### config.mk
export PLATFORM = sky130hd
export DESIGN_NAME = timebin_run_sequencer
export DESIGN_NICKNAME = d
export VERILOG_FILES = /design/src/rtl/timebin_pkg.sv /design/src/rtl/start_edge_sync.sv /design/src/rtl/timebin_run_sequencer.sv
export SDC_FILE = /design/constraint.sdc
export NUM_CORES = 1
export LEC_CHECK = 0
export BUFFER_PORTS_ARGS = -buffer_cell sky130_fd_sc_hd__buf_2
export CORE_MARGIN = 2
export CORE_UTILIZATION = 40
export DETAILED_ROUTE_END_ITERATION = 8
export HOLD_SLACK_MARGIN = 0.1
export MAX_ROUTING_LAYER = met4
export RECOVER_POWER = 25
export SLEW_MARGIN = 20
export SYNTH_ARGS = -nofsm -noshare
export SYNTH_HDL_FRONTEND = slang
export SYNTH_SLANG_ARGS = --single-unit
### constraint.sdc
create_clock -name clk -period 10.8 [get_ports clk]
set_clock_uncertainty 0.15 [all_clocks]
set_input_delay 1.08 -clock clk [delete_from_list [all_inputs] [get_ports clk]]
set_output_delay 1.08 -clock clk [all_outputs]
set_load 0.02 [all_outputs]
### src/rtl/timebin_pkg.sv
// Shared definitions for the time-bin run sequencer.
//   CNT_W                 - default photon-count width
//   CLKS_PER_UNIT_DEFAULT - default clocks per bin unit (100 us at 50 MHz)
//   state_e               - sequencer FSM states
package timebin_pkg;

    localparam int unsigned CNT_W                 = 16;
    localparam int unsigned CLKS_PER_UNIT_DEFAULT = 5000;

    typedef enum logic [1:0] {
        StIdle,
        StArm,
        StCount,
        StDrain
    } state_e;

endpackage

### src/rtl/start_edge_sync.sv
// Two-flop synchronizer plus falling-edge detector for the raw start button.
//   clk, rst_n - clock and asynchronous active-low reset
//   start_n    - raw active-low button, asynchronous to clk
//   start_evt  - one-cycle pulse on a synchronized 1->0 transition
module start_edge_sync (
    input  logic clk,
    input  logic rst_n,
    input  logic start_n,
    output logic start_evt
);

    logic meta_q;
    logic sync_q;
    logic prev_q;

    // All flops reset to the released level so a press held through reset,
    // or a glitch during reset, cannot produce an event.
    always_ff @(posedge clk or negedge rst_n) begin
        if (!rst_n) begin
            meta_q <= 1'b1;
            sync_q <= 1'b1;
            prev_q <= 1'b1;
        end else begin
            meta_q <= start_n;
            sync_q <= meta_q;
            prev_q <= sync_q;
        end
    end

    always_comb begin
        start_evt = prev_q & ~sync_q;
    end

endmodule

### src/rtl/timebin_run_sequencer.sv
// Time-bin run sequencer: splits a run into fixed-length bins, clears the
// external photon counter at every bin boundary and hands each captured count
// to a downstream sender over valid/ready.
//   clk, rst_n            - clock and asynchronous active-low reset
//   start_n               - raw active-low start button
//   abort                 - synchronous run abort (level)
//   bin_factor, num_bins  - bin length in units, bins per run (0 = free-run)
//   pmt_count, cnt_clear  - external counter value and its clear pulse
//   bin_data, bin_valid,
//   bin_ready             - captured-count handoff
//   running, done         - run in progress, normal completion pulse
//   overrun, cfg_err      - sticky: bin dropped, start with bin_factor==0
//   bin_index             - bins completed in the current run
module timebin_run_sequencer #(
    parameter int unsigned CLKS_PER_UNIT = timebin_pkg::CLKS_PER_UNIT_DEFAULT,
    parameter int unsigned CNT_W         = timebin_pkg::CNT_W
) (
    input  logic             clk,
    input  logic             rst_n,
    input  logic             start_n,
    input  logic             abort,
    input  logic [7:0]       bin_factor,
    input  logic [15:0]      num_bins,
    input  logic [CNT_W-1:0] pmt_count,
    output logic             cnt_clear,
    output logic [CNT_W-1:0] bin_data,
    output logic             bin_valid,
    input  logic             bin_ready,
    output logic             running,
    output logic             done,
    output logic             overrun,
    output logic             cfg_err,
    output logic [15:0]      bin_index
);

    import timebin_pkg::*;

    state_e      state_q;
    logic [7:0]  bf_q;
    logic [15:0] nb_q;
    logic [31:0] timer_q;
    logic [31:0] bin_len;
    logic        last_tick;
    logic [15:0] next_index;
    logic        start_evt;

    start_edge_sync u_start_sync (
        .clk       (clk),
        .rst_n     (rst_n),
        .start_n   (start_n),
        .start_evt (start_evt)
    );

    always_comb begin
        bin_len    = 32'(bf_q) * CLKS_PER_UNIT;
        last_tick  = (timer_q == bin_len - 32'd1);
        next_index = bin_index + 16'd1;
    end

    always_ff @(posedge clk or negedge rst_n) begin
        if (!rst_n) begin
            state_q   <= StIdle;
            bf_q      <= 8'd0;
            nb_q      <= 16'd0;
            timer_q   <= 32'd0;
            cnt_clear <= 1'b0;
            bin_data  <= '0;
            bin_valid <= 1'b0;
            running   <= 1'b0;
            done      <= 1'b0;
            overrun   <= 1'b0;
            cfg_err   <= 1'b0;
            bin_index <= 16'd0;
        end else begin
            cnt_clear <= 1'b0;
            done      <= 1'b0;
            if (bin_valid && bin_ready) begin
                bin_valid <= 1'b0;
            end

            unique case (state_q)
                StIdle: begin
                    if (start_evt) begin
                        if (bin_factor == 8'd0) begin
                            cfg_err <= 1'b1;
                        end else begin
                            // Snapshot the config that was just validated so a
                            // change during ARM cannot yield a zero-length bin.
                            bf_q    <= bin_factor;
                            nb_q    <= num_bins;
                            running <= 1'b1;
                            state_q <= StArm;
                        end
                    end
                end

                StArm: begin
                    if (abort) begin
                        state_q   <= StIdle;
                        running   <= 1'b0;
                        bin_valid <= 1'b0;
                    end else begin
                        timer_q   <= 32'd0;
                        bin_index <= 16'd0;
                        overrun   <= 1'b0;
                        cfg_err   <= 1'b0;
                        cnt_clear <= 1'b1;
                        state_q   <= StCount;
                    end
                end

                StCount: begin
                    // Abort outranks a coincident boundary: no capture, no clear.
                    if (abort) begin
                        state_q   <= StIdle;
                        running   <= 1'b0;
                        bin_valid <= 1'b0;
                    end else if (last_tick) begin
                        timer_q   <= 32'd0;
                        cnt_clear <= 1'b1;
                        bin_index <= next_index;
                        if (!bin_valid || bin_ready) begin
                            bin_data  <= pmt_count;
                            bin_valid <= 1'b1;
                        end else begin
                            overrun <= 1'b1;
                        end
                        if (nb_q != 16'd0 && next_index == nb_q) begin
                            state_q <= StDrain;
                        end
                    end else begin
                        timer_q <= timer_q + 32'd1;
                    end
                end

                StDrain: begin
                    if (abort) begin
                        state_q   <= StIdle;
                        running   <= 1'b0;
                        bin_valid <= 1'b0;
                    end else if (!bin_valid) begin
                        done    <= 1'b1;
                        running <= 1'b0;
                        state_q <= StIdle;
                    end
                end

                default: begin
                    state_q <= StIdle;
                end
            endcase
        end
    end

endmodule

Yosys cells after proc, flatten, opt, wreduce, memory -nomap -nowiden
Cells that the tools add are included.
{ "totals": {"ff_bits": 99, "out_inout_bits": 38, "elab_cells": 102} }
{ "op_classes": {"addsub": 3, "multipliers": 1, "eq_ne": 16, "n_mux": 44, "bitwise_logic": 4, "reduce_logical": 19} }
{ "ops": {"columns": ["op", "n"], "rows": [
  ["two-way mux 32 bit", 3],
  ["one-hot mux 32 bit (2 select lines)", 1],
  ["two-way mux 16 bit", 3],
  ["adder 32 x 1 -> 32 bit (second input constant)", 1],
  ["equality test 32 bit", 1],
  ["one-hot mux 16 bit (2 select lines)", 1],
  ["two-way mux 1 bit", 22],
  ["subtractor 21 x 1 -> 22 bit (second input constant)", 1],
  ["multiplier 8 x 10 -> 18 bit (second input constant)", 1],
  ["adder 16 x 1 -> 16 bit (second input constant)", 1],
  ["equality test 16 bit", 1],
  ["two-way mux 2 bit", 8],
  ["AND reduction 4 bit", 4],
  ["nonzero test 16 bit", 1],
  ["inequality test 2 bit (second input constant)", 7],
  ["AND reduction 5 bit", 2],
  ["inequality test 3 bit (second input constant)", 3],
  ["zero test 8 bit", 1],
  ["one-hot mux 1 bit (2 select lines)", 4],
  ["one-hot mux 2 bit (4 select lines)", 1],
  ["AND reduction 3 bit", 2],
  ["equality test 2 bit (second input constant)", 2],
  ["nonzero test 2 bit", 2],
  ["OR reduction 2 bit", 2],
  ["9 further kinds", 12]
]} }

Depth between registers and ports, before layout
{ "logic_depth": {"word_depth": 7, "mapped_depth": 20, "depth_no_buf": 18} }

By module
From an unflattened synthesis, not the netlist that was laid out.
{ "unflattened": {"hier_cells": 734, "area_unflattened_um2": 7146.9} }
{ "by_module_without_submodules": {"columns": ["module", "instances", "cells_per_inst", "area_each_um2", "seq_area_each_um2"], "rows": [
  ["timebin_run_sequencer", 1, 730, 7054.3, 2402.3],
  ["start_edge_sync", 1, 4, 92.6, 78.8]
]} }

Least setup slack after synthesis
No wires, ideal clock.
{ "synth_path": {"path_type": "flip-flop to flip-flop", "startpoint": "register bf_q[2]", "endpoint": "register bin_data[10]", "setup_time_ns": 0.125, "arrival_ns": 5.924, "path_slack_ns": 4.600, "path_stages_with_launch": 18, "n_path_buf": 1, "synth_period_minus_slack_ns": 6.200, "cell_sequence": "dfrtp_1 inv_1 ha_1 ha_1 fa_1 fa_1 fa_1 or4_1 nor3_1 o21ai_0 or2_2 or3_1 a2111oi_0 mux2_2 nor4_4 nand3_2 buf_6 mux2_4"} }
{ "synth_between": {"elab_chain_cells": 4} }
{ "synth_lines": {"columns": ["element", "line", "rtl"], "rows": [
  ["start: declaration", "timebin_run_sequencer.sv:39", "logic [7:0] bf_q;"],
  ["start signal: assignment", "timebin_run_sequencer.sv:89", "bf_q <= bin_factor;"],
  ["multiplier 8 x 10 -> 18 bit", "timebin_run_sequencer.sv:55", "bin_len = 32'(bf_q) * CLKS_PER_UNIT;"],
  ["subtractor 21 x 1 -> 22 bit", "timebin_run_sequencer.sv:56", "last_tick = (timer_q == bin_len - 32'd1);"],
  ["equality test 32 bit", "timebin_run_sequencer.sv:56", null],
  ["AND reduction 4 bit (no line)", null, null],
  ["end signal: assignment", "timebin_run_sequencer.sv:123", "bin_data <= pmt_count;"],
  ["end: declaration", "timebin_run_sequencer.sv:26", "output logic [CNT_W-1:0] bin_data,"]
]} }
Every way passes these cells.
A chain may end at the register's enable or synchronous reset.

Worst setup path after layout
{ "layout_path": {"startpoint": "register bf_q[2]", "endpoint": "register bin_data[12]"} }
The elaborated chain is that of the path after synthesis.

==> metrics.yaml <==
relSlewSlack_pct: -37.6
ys_warn_count: 0
grt.total_usage_pct: 18.2
clk_path_buf_depth: 2
drtPass1Iterations: 4
layout_common_cells: "dfrtp_1, nor2_1, buf_2"
worstPathArrival_ns: 7.30
htreeDepth: 3
rows: 48
cap_violations: 1
start_util_pct: 40.5
syn_to_final_growth_pct: 13.2
fmax_ghz: 0.139
tns_ns: 0
tightest_slew_ns: 2.06
cp-end-kind: "flop"
cts.sinks: 99
ys_types: 71
synth_top_area_share_pct: 34.5
routed_wl_um: 15600
port_buffers: 82
postCtsSetupBuffers: 0
drv_slew: 39
path_clk_slew_ns: 0.07
drive_above_1_share_pct: 16.7
io_pins: 83
hpwlAfterDp_um: 11700
final.min_clock_period_ns: 7.22
hold_buffers: 0
finalHoldViolations: 0
worstPathRequired_ns: 10.88
fin_cells: 1028
antenna_found_initial: 0
grt_max_degree: 63
avgRoutedWirePerCell_um: 15.2
crit_path_max_fanout: 35
min_period_over_period_pct: 66.8
fin_util_pct: 45.9
design.core.area_mm2: 0.0172
critPathLaunchType: "flop"
gp_congestion: 0.834
yosys-top-cells-area: "dfrtp_1, ha_1, xnor2_1"
synth_edf_count: 0
grt_pass1_wl_um: 26400
synth_area_leader_cell: "dfrtp_1"
dieArea_mm2: 0.0185
vias: 5554
min_from: "u_start_sync.meta_q"
synth-seq-cells: 99
cts_resized: 0
n_antenna_cell: 0
fp.dieW_um: 136
ys.flop_type: "dfrtp_1"
drc: 0
drt_iter0_drc: 267
min_path_type: "reg -> reg"
ys_seq_area_share_pct: 35.6
final_common_cell: "dfrtp_1"
violations: "max-capacitance violations, max-slew violations"
crit_start: "bf_q[2]"
die_h_um: 136
setup_viol: 0
syn_nets: 827
overflow: 0
worstSetupPathType: "reg -> reg"
async_flop_share_pct: 100
syn_area_mm2: 0.00696
cts_buffers: 9
rsz0062_at_grt: "false"
outcome: "complete, but fails checks"
r2r-start: "bf_q[2]"
place_inst: 1011
root_buffer: "clkbuf_16"
via_per_inst: 5.40
syn_inst: 723
fin_nets: 902
clock_latency_ns: 0.35
drtAntennaViolNets: 0
grt_pass1_vias: 5405
syn_avg_cell_area_um2: 9.63
cts_tree: "yes"
cell families after synthesis:
family / synth area share, %
buffers and inverters: 3.41
adders and majority gates: 11.9
muxes: 6.67
xor gates and xnor gates: 10.5
AOI/OAI and AO/OA: 13.4
and+or+nand+nor: 18.5
DFF: 35.6
area by class of cell:
class | count | area [um2]
flip-flops and latches | 99 | 2480
repair buffers | 88 | 440
clock inverters | 6 | 71.3
clock buffers | 10 | 229
well taps | 225 | 282
inverters | 35 | 131
fillers | 1715 | 9300
multi-input cells | 565 | 4250
final timing paths:
path,to,slack (ns),cells past startpoint
min in group asynchronous,state_q[0],1.17,1
hold / removal,u_start_sync.sync_q,0.21,0
max in group asynchronous,timer_q[14],7.62,2
setup reg to reg,bin_data[12],3.58,17
setup / recovery,bin_data[12],3.58,17
hold reg to reg,u_start_sync.sync_q,0.21,0
worst max-delay path: stages, from the launching register on:
cell and delay (ns):
dfrtp_1 0.52, inv_1 0.13, ha_1 0.31, ha_1 0.30, fa_1 0.50, fa_1 0.53, fa_1 0.54, or4_1 0.45
nor3_1 0.18, o21ai_0 0.17, or2_2 0.36, or3_1 0.32, a2111oi_0 0.51, mux2_2 0.43, nor4_4 0.27, buf_4 0.38
nand3_2 0.54, mux2_4 0.49
flip-flops by register name (all words and copies together), names as in the netlist:
register / flops
state_q: 2
cfg_err: 1
bin_index: 16
overrun: 1
running: 1
nb_q: 16
bf_q: 8
done: 1
u_start_sync.sync_q: 1
bin_valid: 1
bin_data: 16
timer_q: 32
cnt_clear: 1
u_start_sync.prev_q: 1
u_start_sync.meta_q: 1
cell usage after synthesis (all sizes together) (4+ instances only):
cell type	count
mux2	37
a21oi	24
xnor2	48
a41o	8
nand3	20
nor2b	4
ha	47
nand2	57
or4	5
and2	5
a21boi	4
a21o	12
and3	18
buf	7
fa	12
nand4	12
a31oi	12
o211ai	6
xor2	33
inv	35
and4	4
or2	5
a2111oi	5
o21a	6
nor4	15
or3	7
nand2b	6
o21ai	23
nor3b	6
dfrtp	96
nor3	18
clkbuf	17
nor2	64
through the flow:
stage                     hold WS (ns)  setup slack [ns]  instance area [um2]
after floorplan                  0.195              4.60                 6960
after global placement           0.195              3.66                 7590
after detailed placement         0.201              3.49                 7590
after CTS                        0.212              3.48                 7890
after global routing             0.215              3.10                 7880
final                            0.210              3.58                 7880
metal layers:
| metal | up-vias | track usage [%] | routed length, um |
|---|---|---|---|
| met2 | 99 | 28.4 | 7270 |
| met3 | 15 | 1.98 | 447 |
| met5 | - | - | 0 |
| li1 | 2751 | - | - |
| met4 | 0 | 5.21 | 235 |
| met1 | 2689 | 25.1 | 7640 |
Power is left out: the tool's default activity adds up to more than one toggle a clock period on the data nets, which glitch-free logic cannot reach.
